--- src/rtl/ad7606_emu.sv ---
// Behavioural AD7606 parallel-bus device model: answers CONVST/RD with a BUSY
// window and a deterministic per-channel ramp, for loopback without the real ADC.

module ad7606_emu_lane #(
  parameter int          K       = 0,
  parameter logic [15:0] CH_STEP = 16'h0100
) (
  input  logic        clk,
  input  logic        rst,
  input  logic        load,
  input  logic [15:0] base,
  output logic [15:0] word
);
  // Channel offset is a per-lane constant, so the latch is a single adder.
  localparam logic [31:0] PROD = K * CH_STEP;
  localparam logic [15:0] OFS  = PROD[15:0];

  always_ff @(posedge clk or posedge rst) begin
    if (rst)       word <= '0;
    else if (load) word <= base + OFS;
  end
endmodule

module ad7606_emu #(
  parameter int          BUSY_CYCLES = 200,
  parameter int          CH_NUM      = 8,
  parameter logic [15:0] CH_STEP     = 16'h0100,
  parameter logic [15:0] RAMP_INC    = 16'h0001
) (
  input  logic        clk,
  input  logic        rst,
  input  logic        conv,
  input  logic        rd_n,
  output logic        busy,
  output logic [15:0] data_out,
  output logic        frstdata,
  output logic        conv_err
);
  typedef enum logic [1:0] {S_IDLE, S_BUSY, S_READ} state_t;

  localparam logic [15:0] CNT_LAST = 16'(BUSY_CYCLES - 1);
  localparam logic [2:0]  PTR_LAST = 3'(CH_NUM - 1);

  state_t            state, state_n;
  logic              conv_q, rd_q;
  logic [15:0]       base, cnt;
  logic [2:0]        ch_ptr;
  logic [7:0][15:0]  sample;
  logic              conv_rise, rd_fall;
  logic              start, done, err, take, idle_rd;

  assign conv_rise = conv & ~conv_q;
  assign rd_fall   = rd_q & ~rd_n;

  for (genvar k = 0; k < 8; k++) begin : g_lane
    if (k < CH_NUM) begin : g_on
      ad7606_emu_lane #(.K(k), .CH_STEP(CH_STEP)) u_lane (
        .clk  (clk),
        .rst  (rst),
        .load (start),
        .base (base),
        .word (sample[k])
      );
    end else begin : g_off
      assign sample[k] = '0;
    end
  end

  always_comb begin
    state_n = state;
    start   = 1'b0;
    done    = 1'b0;
    err     = 1'b0;
    take    = 1'b0;
    idle_rd = 1'b0;
    case (state)
      S_IDLE: begin
        if (conv_rise) begin
          start   = 1'b1;
          state_n = S_BUSY;
        end else if (rd_fall) begin
          idle_rd = 1'b1;
        end
      end
      S_BUSY: begin
        err = conv_rise;
        if (cnt == CNT_LAST) begin
          done    = 1'b1;
          state_n = S_READ;
        end
      end
      S_READ: begin
        // A new CONVST aborts the readout and beats a coincident RD edge.
        if (conv_rise) begin
          start   = 1'b1;
          state_n = S_BUSY;
        end else if (rd_fall) begin
          take = 1'b1;
          if (ch_ptr == PTR_LAST) state_n = S_IDLE;
        end
      end
      default: state_n = S_IDLE;
    endcase
  end

  always_ff @(posedge clk or posedge rst) begin
    if (rst) begin
      state    <= S_IDLE;
      conv_q   <= 1'b0;
      rd_q     <= 1'b1;
      base     <= '0;
      cnt      <= '0;
      ch_ptr   <= '0;
      busy     <= 1'b0;
      data_out <= '0;
      frstdata <= 1'b0;
      conv_err <= 1'b0;
    end else begin
      state    <= state_n;
      conv_q   <= conv;
      rd_q     <= rd_n;
      conv_err <= err;
      if (start) begin
        base <= base + RAMP_INC;
        busy <= 1'b1;
        cnt  <= '0;
      end else if (done) begin
        busy   <= 1'b0;
        ch_ptr <= '0;
      end else if (state == S_BUSY) begin
        cnt <= cnt + 16'd1;
      end
      if (take) begin
        data_out <= sample[ch_ptr];
        frstdata <= (ch_ptr == 3'd0);
        ch_ptr   <= ch_ptr + 3'd1;
      end
      if (idle_rd) frstdata <= 1'b0;
    end
  end
endmodule

--- config.mk ---
export PLATFORM = sky130hd
export DESIGN_NAME = ad7606_emu
export DESIGN_NICKNAME = d
export VERILOG_FILES = /design/src/rtl/ad7606_emu.sv
export SDC_FILE = /design/constraint.sdc
export NUM_CORES = 1
export LEC_CHECK = 0
export ABC_CLOCK_PERIOD_IN_PS = 5200
export BUFFER_PORTS_ARGS = -buffer_cell sky130_fd_sc_hd__buf_2
export CORE_MARGIN = 2
export CORE_UTILIZATION = 60
export DETAILED_ROUTE_END_ITERATION = 7
export GPL_ROUTABILITY_DRIVEN = 0
export MAX_ROUTING_LAYER = met4
export PLACE_DENSITY = 0.84
export SYNTH_ARGS = -nofsm -noshare
export SYNTH_HDL_FRONTEND = slang
export SYNTH_SLANG_ARGS = --single-unit
export TNS_END_PERCENT = 50
--- constraint.sdc ---
create_clock -name clk -period 5.2 [get_ports clk]
set_input_delay 0.78 -clock clk [delete_from_list [all_inputs] [get_ports clk]]
set_output_delay 0.78 -clock clk [all_outputs]
set_load 0.01 [all_outputs]
; ---- After elaboration in Yosys (flattened, before gate mapping)
; Index checks and enable logic that the tools add are counted.
; Widths: inputs -> output; s select.
[word_totals]
reg_bits = 186
latchBits = 0
mem_bits_rw = 0
romBits = 0
inputBits = 4
out_inout_bits = 19
word_cells = 80
mem_count = 0
[classes]
addsub = 10
mul = 0
div = 0
order_cmp = 1
n_eq_ne = 10
n_shift = 0
mux = 27
n_bitwise = 4
n_reduce_logical = 10
[ops]
columns = op, n
row1 = $add 16x11->16 const B, 4
row2 = $mux 16, 4
row3 = $bmux 16 s3, 1
row4 = $add 16x1->16 const B, 2
row5 = $add 16x10->16 const B, 2
row6 = $add 16x9->16 const B, 1
row7 = $eq 16x8->1 const B, 1
row8 = $mux 1, 13
row9 = $mux 2, 5
row10 = $mux 3, 3
row11 = $reduce_bool 2->1, 4
row12 = $ne 2x2->1 const B, 3
row13 = $ne 3x3->1 const B, 2
row14 = $pmux 2 s3, 1
row15 = $lt 3x4->1 const B, 1
row16 = $reduce_and 2->1, 2
row17 = $reduce_and 4->1, 1
row18 = $add 3x1->3 const B, 1
row19 = $eq 3x3->1 const B, 1
row20 = $logic_not 3->1, 1
row21 = $and 1x1->1, 2
row22 = $eq 2x1->1 const B, 1
row23 = $eq 2x2->1 const B, 1
row24 = $logic_not 2->1, 1
row25 = 3 further kinds, 4

; ---- Longest topological paths before layout
[logic_depth]
depth_word = 7
depth_mapped = 7

; ---- Cells and area by module
; From an unflattened synthesis, not the netlist that was laid out.
[unflattened]
hier_cells = 730
area_unflattened_um2 = 8963.6
[modules_own_cells]
columns = module, n_inst, cells_each, area_each_um2, seq_area_each_um2
row1 = ad7606_emu, 1, 309, 3502.1, 1452.6
row2 = ad7606_emu_lane at g_lane[7].g_on.u_lane, 1, 60, 709.4, 400.4
row3 = ad7606_emu_lane at g_lane[3].g_on.u_lane, 1, 57, 701.9, 400.4
row4 = ad7606_emu_lane at g_lane[5].g_on.u_lane, 1, 54, 691.9, 400.4
row5 = ad7606_emu_lane at g_lane[1].g_on.u_lane, 1, 58, 690.7, 400.4
row6 = ad7606_emu_lane at g_lane[6].g_on.u_lane, 1, 54, 686.9, 400.4
row7 = ad7606_emu_lane at g_lane[2].g_on.u_lane, 1, 53, 670.6, 400.4
row8 = ad7606_emu_lane at g_lane[4].g_on.u_lane, 1, 50, 656.9, 400.4
row9 = ad7606_emu_lane at g_lane[0].g_on.u_lane, 1, 35, 653.1, 400.4

; ---- Worst setup path before layout
; OpenSTA, ideal clock, no wires.
[synth_path]
path_kind = input to register
startpoint = input port conv
endpoint = register data_out[0]
setup_ns = 0.125
t_arrival_ns = 1.733
required_time_ns = 5.075
setup_slack_ns = 3.342
path_stages = 4
path_buffers = 1
cell_sequence = nor2b_1 -> and4bb_2 -> buf_2 -> mux2_2
[synth_via]
elab_chain_len = 3
[synth_rtl]
columns = item, line_no
row1 = from (decl), 32  ; input logic conv,
row2 = $and 1x1->1, 52  ; assign conv_rise = conv & ~conv_q;
row3 = $mux 1, n/a
row4 = $mux 1, 76  ; case (state)
row5 = to (signal assigned), 134  ; data_out <= sample[ch_ptr];
row6 = to (decl), 35  ; output logic [15:0] data_out,
; Every way passes these cells.
; A chain may end at the register's enable or synchronous reset.

; ---- Worst setup path after layout
[layout_path]
startpoint = register conv_q
endpoint = register base[3]
[layout_via]
elab_chain_len = 4
[layout_rtl]
columns = item, line_no
row1 = from (decl), 45  ; logic conv_q, rd_q;
row2 = from (signal assigned), 120  ; conv_q <= conv;
row3 = $not 1->1, 52
row4 = $and 1x1->1, 52
row5 = $mux 1, "78, 94"
row6 = $mux 1, n/a
row7 = to (signal assigned), 124  ; base <= base + RAMP_INC;
row8 = to (decl), 46  ; logic [15:0] base, cnt;
; Every way passes these cells.

==> summary.txt <==
Run status
  – Status: complete, no violations

Route
  – TritonRoute pass-1 iters: 4
  – Drt via density: 5.83
  – Antenna viol nets, final: 0
  – First-iteration detailed-routing DRC count: 321
  – Drc violations: 0
  – WL final: 12.4 mm
  – Via count: 4115
  – Routed wire per std cell: ~18 um

Synthesis
  – Post-synthesis instance area: just under 6000 um2
  – Yosys cell types: 45
  – Seq cells post-synth: between 100 and 150
  – Multiplexer share of the synthesized area: 0.0837
  – Fraction of registers with async set or reset after synthesis: 1.00
  – Adder-Cell Fraction of Synth Area: 0.0302
  – Sequential share of the synthesized area: 0.518
  – Yosys warns: 0
  – Post-synthesis xor/xnor area fraction: 0.0831
  – Net count after synthesis: between 500 and 600
  – Synth Area in Simple Gates: 0.171
  – Syn Inst Count: ~560
  – Compound-cell area share of the yosys netlist: 0.0813
  – Prevailing post-synth register cell: dfrtp_1
  – Syn avg cell area: 10.4 um2
  – Post-synth EDFFs: 0
  – Main combinational cell family by area after synthesis: simple AND/OR/NAND/NOR gates

Final layout
  – Final net count: 582
  – Multi-input logic area: 2610 um2
  – Layout cells sized above 1: 0.154
  – Fillcell total: 608
  – Antenna cells: 0
  – Final std cells w/o fill: just over 700
  – Area delta synth->final: 12.6%
  – Sequential Area: between 3000 and 4000 um2

Timing
  – Sum Neg Setup Slack: 0 ns
  – Setup WS post-layout: 2.98 ns
  – Max-slew violation count: 0
  – Headroom to the max-slew limit: 0.231
  – Highest clock rate: 450 MHz
  – Skew final: 0.00749 ns
  – Period utilization: 0.427
  – RSZ-0062 raised after global routing: no
  – Minimum clock period: 2.22 ns
  – Worst slew pin tran: approximately 1.2 ns
  – Hold Violations, Final: 0
  – Endpoints failing setup: 0

Floorplan
  – Die height: 102 um
  – Starting density of the core: 0.622
  – Core area: 9330 um2
  – Die width: about 100 um
  – Die Area: ~10000 um2
  – FP Rows: 35
  – Boundary pin count: 23

Critical path
  – Worst Setup End Kind: flop
  – CP max stage delay: 0.96 ns
  – Crit start category: flop
  – Critical Path RT: 5.62 ns
  – Crit path arrival time: ~2.7 ns
  – CP max stage cell: and2b_1
  – Critical path class: flop to flop
  – Worst path cell trace: nor2b_1, and2b_1, nand4_1, xnor2_1
  – Crit path max fanout: 33

Clock network
  – # hold bufs at CTS: 0
  – Clock-pin transition on the worst setup and hold timing paths: ~0.07 ns
  – Root Buffer: clkbuf_8
  – TritonCTS clock tree: yes
  – Resized cells post-CTS: 0
  – Skew-Pair Late Insertion Delay: approximately 0.54 ns
  – Num CTS Buffers: 17
  – CTS sink cnt: 120
  – Post-CTS Setup Inserts: 0
  – Depth of the CTS H-tree: 4
  – Longest Clk Path Bufs: 2

Placed design
  – Detailed placement HPWL: 7.75 mm
  – IO Port Bufs: 22
  – Placed cell count: 674
  – Pre-CTS setup slack: 2.50 ns

Global routing
  – First-pass GRT wire length: around 21 mm
  – All-Layer GR Usage: 0.270
  – Initial antenna violation count: 0
  – Largest net degree at the start of global routing: 82
  – GR Overflow Total: 0
  – Vias in the first global route: 4111

Pwr
  – IR drop worst, VDD: 183 uV
  – Pwr dens: between 300 and 400 nW/um2
  – Lkg Pwr: 3.06 nW

Min path
  – Hold WC Path Type: primary input to flop

Run
  – Max-cap viol count: 0
cell usage after synthesis (3+ instances only):
cell	instances	area share
nand2b_1	3	0.0032
ha_1	14	0.030
inv_1	8	0.0052
o21ai_0	49	0.042
mux2i_1	8	0.014
and4_1	5	0.0076
nor2_1	30	0.019
nor3_1	5	0.0043
or3_1	3	0.0032
o21a_1	3	0.0039
clkbuf_1	20	0.013
xnor2_1	28	0.042
dfrtp_1	119	0.51
mux4_2	13	0.050
o31ai_1	6	0.0078
a21oi_1	18	0.016
xor2_1	27	0.041
buf_2	14	0.012
nand3_1	14	0.012
nand2_1	114	0.074
nand4_1	9	0.0097
nor2b_1	4	0.0043
o211ai_1	4	0.0052
mux2_2	10	0.019
nor4_1	3	0.0032
path summary, 6_finish.rpt:
path | slack, ns | start | to | cells past startpoint
worst max-delay path | 2.98 | conv_q | base[3] | 4
worst min register to register | 0.48 | g_lane[6].g_on.u_lane.word[4] | g_lane[6].g_on.u_lane.word[4] | 2
worst max register to register | 2.98 | conv_q | base[3] | 4
worst min-delay path | 0.34 | rd_n | rd_q | 1
min in group asynchronous | 0.45 | rst | cnt[0] | 2
max in group asynchronous | 3.62 | rst | g_lane[4].g_on.u_lane.word[15] | 3
cell type report:
cell class | instances | area share
clock inverters | 15 | 0.0280
clock buffers | 17 | 0.0634
multi-input cells | 393 | 0.399
inverters | 8 | 0.00498
well taps | 129 | 0.0247
flip-flops and latches | 120 | 0.460
repair buffers | 24 | 0.0192
logic make-up after synthesis:
logic type      count (synthesis)
xor+xnor                       55
buf+inv                        44
fa+ha+maj                      14
flops                         120
compound gates                 85
simple gates                  208
mux                            31
metrics by stage:
stage | utilization | power, W | area (um2) | hold WS (ns)
3_5_place_dp | 0.636 | 0.00117 | 5930 | 0.463
5_1_grt | 0.700 | 0.00242 | 6530 | 0.339
3_3_place_gp | 0.636 | 0.00116 | 5930 | 0.455
4_1_cts | 0.700 | 0.00236 | 6530 | 0.333
6_report | 0.700 | 0.00235 | 6530 | 0.345
2_1_floorplan | - | 0.00115 | 5800 | 0.440
sequential cells by signal, indices dropped and copies added (netlist names):
name and count:
ch_ptr 3, frstdata 1, data_out 16, busy 1, state 2, g_lane.g_on.u_lane.word 62, conv_q 1, base 16
rd_q 1, cnt 16, conv_err 1
cells in the final DEF (no fill, tap or decap), drive strengths merged, types with 4 or more instances in the layout:
cell and count:
mux2i 8, clkbuf 17, o31ai 6, a21oi 18
xnor2 28, nand4 11, xor2 27, inv 18
nand3 14, nor4 4, buf 24, nor2b 4
o211ai 4, nand2 114, nor2 30, mux2 10
mux4 13, ha 14, dfrtp 119, o21ai 49
and4 5, nor3 5
worst max-delay path: cells and delay by family, from the launching register on:
kind	cells	cell delay (ns)
DFF	1	0.39
and+or+nand+nor	3	1.54
xor gates and xnor gates	1	0.18
power breakdown:
part | internal (W) | total (W) | leakage (nW) | switching, W
sequential | 0.000986 | 0.00105 | 1.49 | 0.0000609
clock | 0.000705 | 0.00119 | 0.292 | 0.000486
combinational | 0.0000454 | 0.000114 | 1.28 | 0.0000687
routing by layer:
| layer | up-vias | GRT usage | share of wire |
|---|---|---|---|
| met3 | 30 | 0.0602 | 0.049 |
| li1 | 1920 | - | - |
| met4 | 0 | 0.114 | 0.023 |
| met5 | - | - | 0 |
| met1 | 2030 | 0.341 | 0.43 |
| met2 | 135 | 0.424 | 0.50 |
Power figures use the tool's default switching activity.
